$ cat src/rtl/matmul_load_sequencer.sv
// Load sequencer for one top_matmul job: fetches weight rows then input rows from two
// fixed-latency buffers, streams them gap-free to top_matmul, then waits for its done.
module matmul_load_sequencer #(
   parameter int unsigned WIDTH             = 16,
   parameter int unsigned I_OUTER_DIMENSION = 12,
   parameter int unsigned W_OUTER_DIMENSION = 6,
   parameter int unsigned INNER_DIMENSION   = 8,
   parameter int unsigned ADDR_WIDTH        = 10,
   parameter int unsigned W_BASE_ADDR       = 0,
   parameter int unsigned I_BASE_ADDR       = 0,
   parameter int unsigned RD_LATENCY        = 1,
   parameter int unsigned TIMEOUT_CYCLES    = 4096
) (
   input  logic                                 clk,
   input  logic                                 rst_n,
   input  logic                                 ctrl_start,
   output logic                                 ctrl_busy,
   output logic                                 ctrl_done,
   output logic                                 ctrl_error,
   output logic                                 w_rd_en,
   output logic [ADDR_WIDTH-1:0]                w_rd_addr,
   input  logic [WIDTH*W_OUTER_DIMENSION-1:0]   w_rd_data,
   output logic                                 i_rd_en,
   output logic [ADDR_WIDTH-1:0]                i_rd_addr,
   input  logic [WIDTH*INNER_DIMENSION-1:0]     i_rd_data,
   output logic                                 en_top_matmul,
   output logic                                 input_w_valid,
   output logic [WIDTH*W_OUTER_DIMENSION-1:0]   input_w,
   output logic                                 input_i_valid,
   output logic [WIDTH*INNER_DIMENSION-1:0]     input_i,
   input  logic                                 out_matmul_done
);

   localparam int unsigned MAX_A   = (INNER_DIMENSION > I_OUTER_DIMENSION) ?
                                     INNER_DIMENSION : I_OUTER_DIMENSION;
   localparam int unsigned MAX_B   = (TIMEOUT_CYCLES > RD_LATENCY) ? TIMEOUT_CYCLES : RD_LATENCY;
   localparam int unsigned CNT_MAX = (MAX_A > MAX_B) ? MAX_A : MAX_B;
   localparam int unsigned CNT_W   = $clog2(CNT_MAX + 1);

   typedef enum logic [2:0] {
      IDLE      = 3'd0,
      LOAD_W    = 3'd1,
      LOAD_I    = 3'd2,
      DRAIN     = 3'd3,
      WAIT_DONE = 3'd4,
      DONE      = 3'd5
   } state_t;

   state_t                  state, state_nx;
   logic [CNT_W-1:0]        cnt, cnt_nx;
   logic                    error_nx;
   logic                    busy_nx, done_nx, en_nx, w_en_nx, i_en_nx;
   logic [ADDR_WIDTH-1:0]   w_addr_nx, i_addr_nx;
   logic [RD_LATENCY-1:0]   w_vld_sr, i_vld_sr;

   // Next-state, counter and next-output decode.
   always_comb begin
      state_nx = state;
      cnt_nx   = cnt;
      error_nx = ctrl_error;
      case (state)
         IDLE: begin
            if (ctrl_start) begin
               state_nx = LOAD_W;
               cnt_nx   = '0;
               error_nx = 1'b0;
            end
         end
         LOAD_W: begin
            if (cnt == CNT_W'(INNER_DIMENSION - 1)) begin
               state_nx = LOAD_I;
               cnt_nx   = '0;
            end else begin
               cnt_nx = cnt + CNT_W'(1);
            end
         end
         LOAD_I: begin
            if (cnt == CNT_W'(I_OUTER_DIMENSION - 1)) begin
               state_nx = DRAIN;
               cnt_nx   = '0;
            end else begin
               cnt_nx = cnt + CNT_W'(1);
            end
         end
         DRAIN: begin
            // Hold until the last input row has left the read pipeline.
            if (cnt == CNT_W'(RD_LATENCY - 1)) begin
               state_nx = WAIT_DONE;
               cnt_nx   = '0;
            end else begin
               cnt_nx = cnt + CNT_W'(1);
            end
         end
         WAIT_DONE: begin
            if (out_matmul_done) begin
               state_nx = DONE;
               cnt_nx   = '0;
            end else if (cnt == CNT_W'(TIMEOUT_CYCLES - 1)) begin
               state_nx = IDLE;
               cnt_nx   = '0;
               error_nx = 1'b1;
            end else begin
               cnt_nx = cnt + CNT_W'(1);
            end
         end
         DONE: begin
            state_nx = IDLE;
            cnt_nx   = '0;
         end
         default: begin
            state_nx = IDLE;
            cnt_nx   = '0;
         end
      endcase

      busy_nx   = (state_nx != IDLE);
      done_nx   = (state_nx == DONE);
      en_nx     = (state_nx == LOAD_W) || (state_nx == LOAD_I) ||
                  (state_nx == DRAIN)  || (state_nx == WAIT_DONE);
      w_en_nx   = (state_nx == LOAD_W);
      i_en_nx   = (state_nx == LOAD_I);
      w_addr_nx = w_en_nx ? ADDR_WIDTH'(W_BASE_ADDR) + ADDR_WIDTH'(cnt_nx) : '0;
      i_addr_nx = i_en_nx ? ADDR_WIDTH'(I_BASE_ADDR) + ADDR_WIDTH'(cnt_nx) : '0;
   end

   // State, counter and registered outputs.
   always_ff @(posedge clk) begin
      if (!rst_n) begin
         state         <= IDLE;
         cnt           <= '0;
         ctrl_busy     <= 1'b0;
         ctrl_done     <= 1'b0;
         ctrl_error    <= 1'b0;
         en_top_matmul <= 1'b0;
         w_rd_en       <= 1'b0;
         i_rd_en       <= 1'b0;
         w_rd_addr     <= '0;
         i_rd_addr     <= '0;
      end else begin
         state         <= state_nx;
         cnt           <= cnt_nx;
         ctrl_busy     <= busy_nx;
         ctrl_done     <= done_nx;
         ctrl_error    <= error_nx;
         en_top_matmul <= en_nx;
         w_rd_en       <= w_en_nx;
         i_rd_en       <= i_en_nx;
         w_rd_addr     <= w_addr_nx;
         i_rd_addr     <= i_addr_nx;
      end
   end

   if (RD_LATENCY == 1) begin : g_vld_one
      // Read strobes delayed one cycle to line up with buffer data.
      always_ff @(posedge clk) begin
         if (!rst_n) begin
            w_vld_sr <= '0;
            i_vld_sr <= '0;
         end else begin
            w_vld_sr <= w_rd_en;
            i_vld_sr <= i_rd_en;
         end
      end
   end else begin : g_vld_multi
      // Read strobes delayed RD_LATENCY cycles to line up with buffer data.
      always_ff @(posedge clk) begin
         if (!rst_n) begin
            w_vld_sr <= '0;
            i_vld_sr <= '0;
         end else begin
            w_vld_sr <= {w_vld_sr[RD_LATENCY-2:0], w_rd_en};
            i_vld_sr <= {i_vld_sr[RD_LATENCY-2:0], i_rd_en};
         end
      end
   end

   assign input_w_valid = w_vld_sr[RD_LATENCY-1];
   assign input_i_valid = i_vld_sr[RD_LATENCY-1];
   assign input_w       = w_rd_data;
   assign input_i       = i_rd_data;

endmodule
$ cat config.mk
export PLATFORM = sky130hd
export DESIGN_NAME = matmul_load_sequencer
export DESIGN_NICKNAME = d
export VERILOG_FILES = /design/src/rtl/matmul_load_sequencer.sv
export SDC_FILE = /design/constraint.sdc
export NUM_CORES = 1
export LEC_CHECK = 0
export CAP_MARGIN = 20
export CORE_AREA = 2 2 187 189
export CTS_CLUSTER_SIZE = 40
export DETAILED_ROUTE_END_ITERATION = 10
export DIE_AREA = 0 0 189 191
export PLACE_DENSITY_LB_ADDON = 0.1
export RECOVER_POWER = 50
export REMOVE_ABC_BUFFERS = 1
export SYNTH_ARGS = -nofsm -noshare
export SYNTH_HDL_FRONTEND = slang
export SYNTH_SLANG_ARGS = --single-unit
$ cat constraint.sdc
create_clock -name clk -period 3.2 [get_ports clk]
set_input_delay 0.64 -clock clk [delete_from_list [all_inputs] [get_ports clk]]
set_output_delay 0.64 -clock clk [all_outputs]
set_load 0.01 [all_outputs]
# After elaboration in Yosys (flattened, before gate mapping)

Index checks and enable logic that the tools add are counted.

Bits in registers: 44
Input port bits: 228
Logic and storage cells: 57

Add/sub/neg operators: 1
Equality and inequality tests: 15
Mux-type cells: 18
Reductions and logical operators: 10

Operators by type and width:

| kind                                                  | number |
|---|---|
| two-way mux 13 bit                                    | 6 |
| case mux 13 bit (5 select lines)                      | 1 |
| two-way mux 3 bit                                     | 6 |
| case mux 3 bit (5 select lines)                       | 1 |
| adder 13 x 1 -> 13 bit, second input constant         | 1 |
| equality test 13 x 12 -> 1 bit, second input constant | 1 |
| equality test 13 x 3 -> 1 bit, second input constant  | 1 |
| equality test 13 x 4 -> 1 bit, second input constant  | 1 |
| logical NOT 13 bit                                    | 1 |
| equality test 3 x 2 -> 1 bit, second input constant   | 4 |
| equality test 3 bit, second input constant            | 3 |
| equality test 3 x 1 -> 1 bit, second input constant   | 2 |
| != test 2 bit, second input constant                  | 3 |
| AND reduction 2 bit                                   | 2 |
| AND reduction 4 bit                                   | 1 |
| logical NOT 3 bit                                     | 1 |
| logical OR 1 bit                                      | 3 |
| two-way mux 1 bit                                     | 3 |
| nonzero test 3 bit                                    | 1 |
| case mux 1 bit (2 select lines)                       | 1 |
| nonzero test 2 bit                                    | 1 |

# Logic depth before layout (Yosys ltp)

Depth in word-level cells: 8
Mapped depth: 8
Gate-level depth less buffers: 7

# Worst setup path before layout

OpenSTA, ideal clock, no wires.

Path type: register to register
From: register cnt[11]
To: register cnt[7]
Arrival: 2.217 ns
Data required time: 3.085 ns
Slack: 0.868 ns
Stages on the path, launching flop included: 8
Buffers on the path: 1
Clock period less this slack: 2.332 ns
Cells stage by stage: dfxtp_1 -> or4_4 -> or4_4 -> o21ai_2 -> buf_6 -> nand2_4 -> a221o_1 -> and2_1

Cells in the longest elaborated chain, start to end: 4
Elaborated cells on any way between the ends: 10

Ends and longest elaborated chain:

| what                               | RTL line | text |
|---|---|---|
| start: declaration                 | 50       | `logic [CNT_W-1:0] cnt, cnt_nx;` |
| start signal: assignment           | 141      | `cnt <= cnt_nx;` |
| equality test 13 x 12 -> 1 bit     | 98       | `end else if (cnt == CNT_W'(TIMEOUT_CYCLES - 1)) begin` |
| two-way mux 13 bit                 | 98       |  |
| two-way mux 13 bit                 | 95       | `if (out_matmul_done) begin` |
| case mux 13 bit (5 select lines) * | 61       | `case (state)` |

Mark *: on every way between the ends. The rest lies on a longest branch, timed or not.
A chain may end at the register's enable or synchronous reset.

# Worst setup path after layout

From: register cnt[1]
To: register w_rd_addr[3]

Cells in the longest elaborated chain, start to end: 6
Elaborated cells on any way between the ends: 19

Ends and longest elaborated chain:

| what                                                                           | RTL line | text |
|---|---|---|
| parallel branches: the longest is 6 deep, another holds adder 13 x 1 -> 13 bit | -        |  |
| end signal: assignment                                                         | 148      | `w_rd_addr <= w_addr_nx;` |
| end: declaration                                                               | 21       | `output logic [ADDR_WIDTH-1:0] w_rd_addr,` |

Parallel ways; which one is timed is not known.

==> run_results.csv <==
group,metric,value,unit
placement,gpl.final_weighted_congestion,0.8181,
worst_setup_path,cp-start-kind,"flop",
detailed_routing,route.detailed.drc,0,
synth,synth_sequential_area_ratio,25.27,%
sta,tns,0,ns
worst_setup_path,timing.critical_path.required,3.37,ns
synth,synth_enable_flop_cells,0,
worst_hold_path,cells_on_worst_hold_path,1,
sta,setup_viol,0,
worst_setup_path,r2r-start,"cnt[1]$_SDFF_PN0_",
global_route,grt_overflow_total,0,
detailed_routing,routedLengthMet1,9561,microns
sta,timing_max_transition_violations_final,0,
clock_network,cts_buffer_depth,2,
synth,synth_area_leader_cell,"sky130_fd_sc_hd__buf_4",
sta,finalCritPeriodShare,85.01,%
worst_setup_path,cp_cell_sequence,"ha_1 -> nand3_1 -> nor4_1 -> o32a_1 -> buf_4 -> nand2_4 -> a221oi_1 -> nor2_1",
global_route,antenna_found_initial,0,
sta,pnr_worst_setup_slack,0.4797,ns
layout,final_net_count,466,
detailed_routing,route.detailed.vias_per_inst,3.321,
synth,mapped_area,3486,sq um
worst_setup_path,cp.buffers_inverters,1,
layout,fillCellCount,3969,
sta,fmax,367.6,MHz
status,run_status,"finished clean",
clock_network,clock_insertion_delay_worst_skew,0.30,ns
sta,final.min_clock_period,2.720,ns
layout,diodes,0,
placement,detailedPlacementHpwl,33150,microns
worst_setup_path,worst_setup_path_end_kind,"flop",
clock_network,clk_transition_reported_paths,0.07,ns
synth,synth_cell_types,49,
clock_network,count_of_cells_resized_by_post_cts_repair,0,
detailed_routing,detailedRoute.firstPassIterationCount,4,
synth,number_of_instances_in_the_synthesized_netlist,422,
worst_setup_path,critical-path-max-stage-delay,0.51,ns
floorplanning,floorplan.initialDensity,10.22,%
synth,postSynth.asyncResetShare,0,%
clock_network,cts_made_buffers,5,
detailed_routing,route.detailed.wl_per_inst,54.58,microns
floorplanning,num_io_pins,480,
placement,place_inst,684,
floorplanning,die_height,191,microns
clock_network,clock_tree.htree_level_count,2,
global_route,grt_max_degree,15,
clock_network,post_cts_hold_buffer_count,0,
synth,netlist_top_cells_count,"224 x sky130_fd_sc_hd__buf_4, 44 x sky130_fd_sc_hd__dfxtp_1, 23 x sky130_fd_sc_hd__nor2_1",
synth,synth.most_common_cell,"sky130_fd_sc_hd__buf_4",
sta,final_layout_worst_hold_slack,0.4647,ns
floorplanning,die_x,189,microns
detailed_routing,wl_met2,13380,microns
layout,post_route_cells_drive_above_1_share,14.83,%
pwr,vdd.ir_drop.worst,0.1435,mV
placement,io_buffers,31,
floorplanning,die_area,36100,sq um
layout,post-route-util,8.339,%
layout,area_overhead_of_the_layout_relative_to_synthesis,-18.38,%
sta,max-slew-margin-rel,65.76,%
detailed_routing,route.vias.total,2295,
global_route,first_global_vias,2081,
worst_hold_path,hp-class,"reg -> reg",
worst_setup_path,crit_fanout,10,
worst_setup_path,critical-path-slowest-cell,"sky130_fd_sc_hd__nor4_1",
detailed_routing,wl,37710,microns
pwr,total_power,1.162,mW
worst_hold_path,hold_path_origin,"i_rd_en$_SDFF_PN0_",
pwr,power.leakage,0.8674,nW
clock_network,cts.sinks,44,
synth,ys_ff_latch,44,
floorplanning,core-area,34120,sq um
layout,final_cell_area,2845,sq um
clock_network,post_cts.repair.setup_buffers,0,
pwr,power_per_unit_of_standard_cell_area,408.5,nW/um^2
worst_setup_path,worst_path_dominant_cell_family,"simple AND/OR/NAND/NOR gates",
worst_setup_path,startpoint,"cnt[1]$_SDFF_PN0_",
detailed_routing,routed-wl-met3,13620,microns
synth,synth-main-ff-cell,"sky130_fd_sc_hd__dfxtp_1",
layout,final_non_filler_cells,691,
worst_setup_path,worstReg2RegEnd,"w_rd_addr[3]$_SDFF_PN0_",
worst_hold_path,holdPathEnd,"input_i_valid$_SDFF_PN0_",
clock_network,cts_tree,"built",
synth,post_synth_main_area_contributors,"sky130_fd_sc_hd__buf_4 48%, sky130_fd_sc_hd__dfxtp_1 25%, sky130_fd_sc_hd__nor2_1 2.5%",
worst_setup_path,ff2ff_setup_slack,0.48,ns
placement,pre_cts_ws,0.2678,ns
synth,synth_top_area_share,48.24,%
detailed_routing,highest-signal-layer,"met5",
floorplanning,fp-row-count,68,
global_route,global_route.usage.total,19.99,%
sta,tightest_slew,0.5089,ns
synth,syn_area_per_cell,8.260,sq um
worst_setup_path,crit_type,"reg -> reg",
detailed_routing,drt_iter0_drc,173,
clock_network,cts.root.buffer_cell,"sky130_fd_sc_hd__clkbuf_16",
worst_setup_path,timing.reg2reg.worst_path_depth,8,
sta,final-hold-violation-count,0,
worst_setup_path,worstPathArrival,2.89,ns
sta,finClkSkew,0.009979,ns
global_route,grt_first_pass_wirelength,42460,microns
detailed_routing,antenna_left,0,
sta,grt_setup_unrepaired,"no",
synth,yosysWarningCount,0,
placement,dpl-instance-area,2708,sq um
run,drv_cap,0,
==> logic make-up (layout without fill, tap and decap cells) <==
| kind of cell | after synthesis | count (layout) | share of synthesized area [%] |
|---|---|---|---|
| and+or+nand+nor | 98 | 98 | 15.79 |
| adders and majority gates | 2 | 2 | 0.7178 |
| buffers and inverters | 242 | 56 | 50.65 |
| AOI/OAI and AO/OA | 34 | 34 | 7.000 |
| DFF | 44 | 44 | 25.27 |
| muxes | 2 | 2 | 0.5743 |
==> state kept, by name, summed over array words and instances, names as in the netlist <==
register and cells:
ctrl_error 1, en_top_matmul 1, cnt 13, i_rd_addr 10, w_rd_en 1, ctrl_busy 1, input_w_valid 1, ctrl_done 1
input_i_valid 1, state 3, i_rd_en 1, w_rd_addr 10
==> placed cells by master, fill, tap and decap left out, types with 4 or more instances in the layout <==
cell                              Yosys  layout
sky130_fd_sc_hd__or3_1                4       4
sky130_fd_sc_hd__nor2b_1              4       4
sky130_fd_sc_hd__a22oi_1              4       4
sky130_fd_sc_hd__clkbuf_16            0       5
sky130_fd_sc_hd__nor2_2               6       6
sky130_fd_sc_hd__nand4_1              4       4
sky130_fd_sc_hd__dfxtp_1             44      44
sky130_fd_sc_hd__clkdlybuf4s50_1      0      31
sky130_fd_sc_hd__and2_1               9       9
sky130_fd_sc_hd__nand3_1              9       9
sky130_fd_sc_hd__inv_1                8       8
sky130_fd_sc_hd__a21oi_1              8       8
sky130_fd_sc_hd__a31oi_1              4       4
sky130_fd_sc_hd__nor2_1              23      23
sky130_fd_sc_hd__nand2_1             15      15
sky130_fd_sc_hd__buf_4              224       9
==> worst max-delay path by stage <==
| stage | to | depth (start not counted) |
|---|---|---|
| 2_1_floorplan | i_rd_addr[0]$_SDFF_PN0_ | 6 |
| 3_5_place_dp | cnt[12]$_SDFFE_PN0N_ | 6 |
| 5_1_grt | w_rd_addr[3]$_SDFF_PN0_ | 8 |
| 4_1_cts | w_rd_addr[3]$_SDFF_PN0_ | 8 |
| 6_report | w_rd_addr[3]$_SDFF_PN0_ | 8 |
| 3_3_place_gp | cnt[12]$_SDFFE_PN0N_ | 6 |
==> where the power goes <==
group          leakage (nW)  internal (mW)  switching [mW]
clock network        0.0657          0.284           0.238
logic                 0.446         0.0296          0.0492
registers             0.356          0.555         0.00676
==> area by class of cell <==
class	instances	area (sq um)	area share (%)
clock buffers	5	125.1	4.398
multi-input cells	136	845.8	29.73
repair buffers	40	377.9	13.28
inverters	9	33.78	1.187
well taps	455	569.3	20.01
clock inverters	2	12.51	0.4398
flip-flops and latches	44	880.8	30.96
==> layer usage <==
metal	vias up	GRT usage, %
met5	-	17.17
met4	20	2.254
met3	48	35.80
met2	514	24.06
met1	951	14.00
li1	762	-
Note: power is estimated with default switching activity, not from simulation.
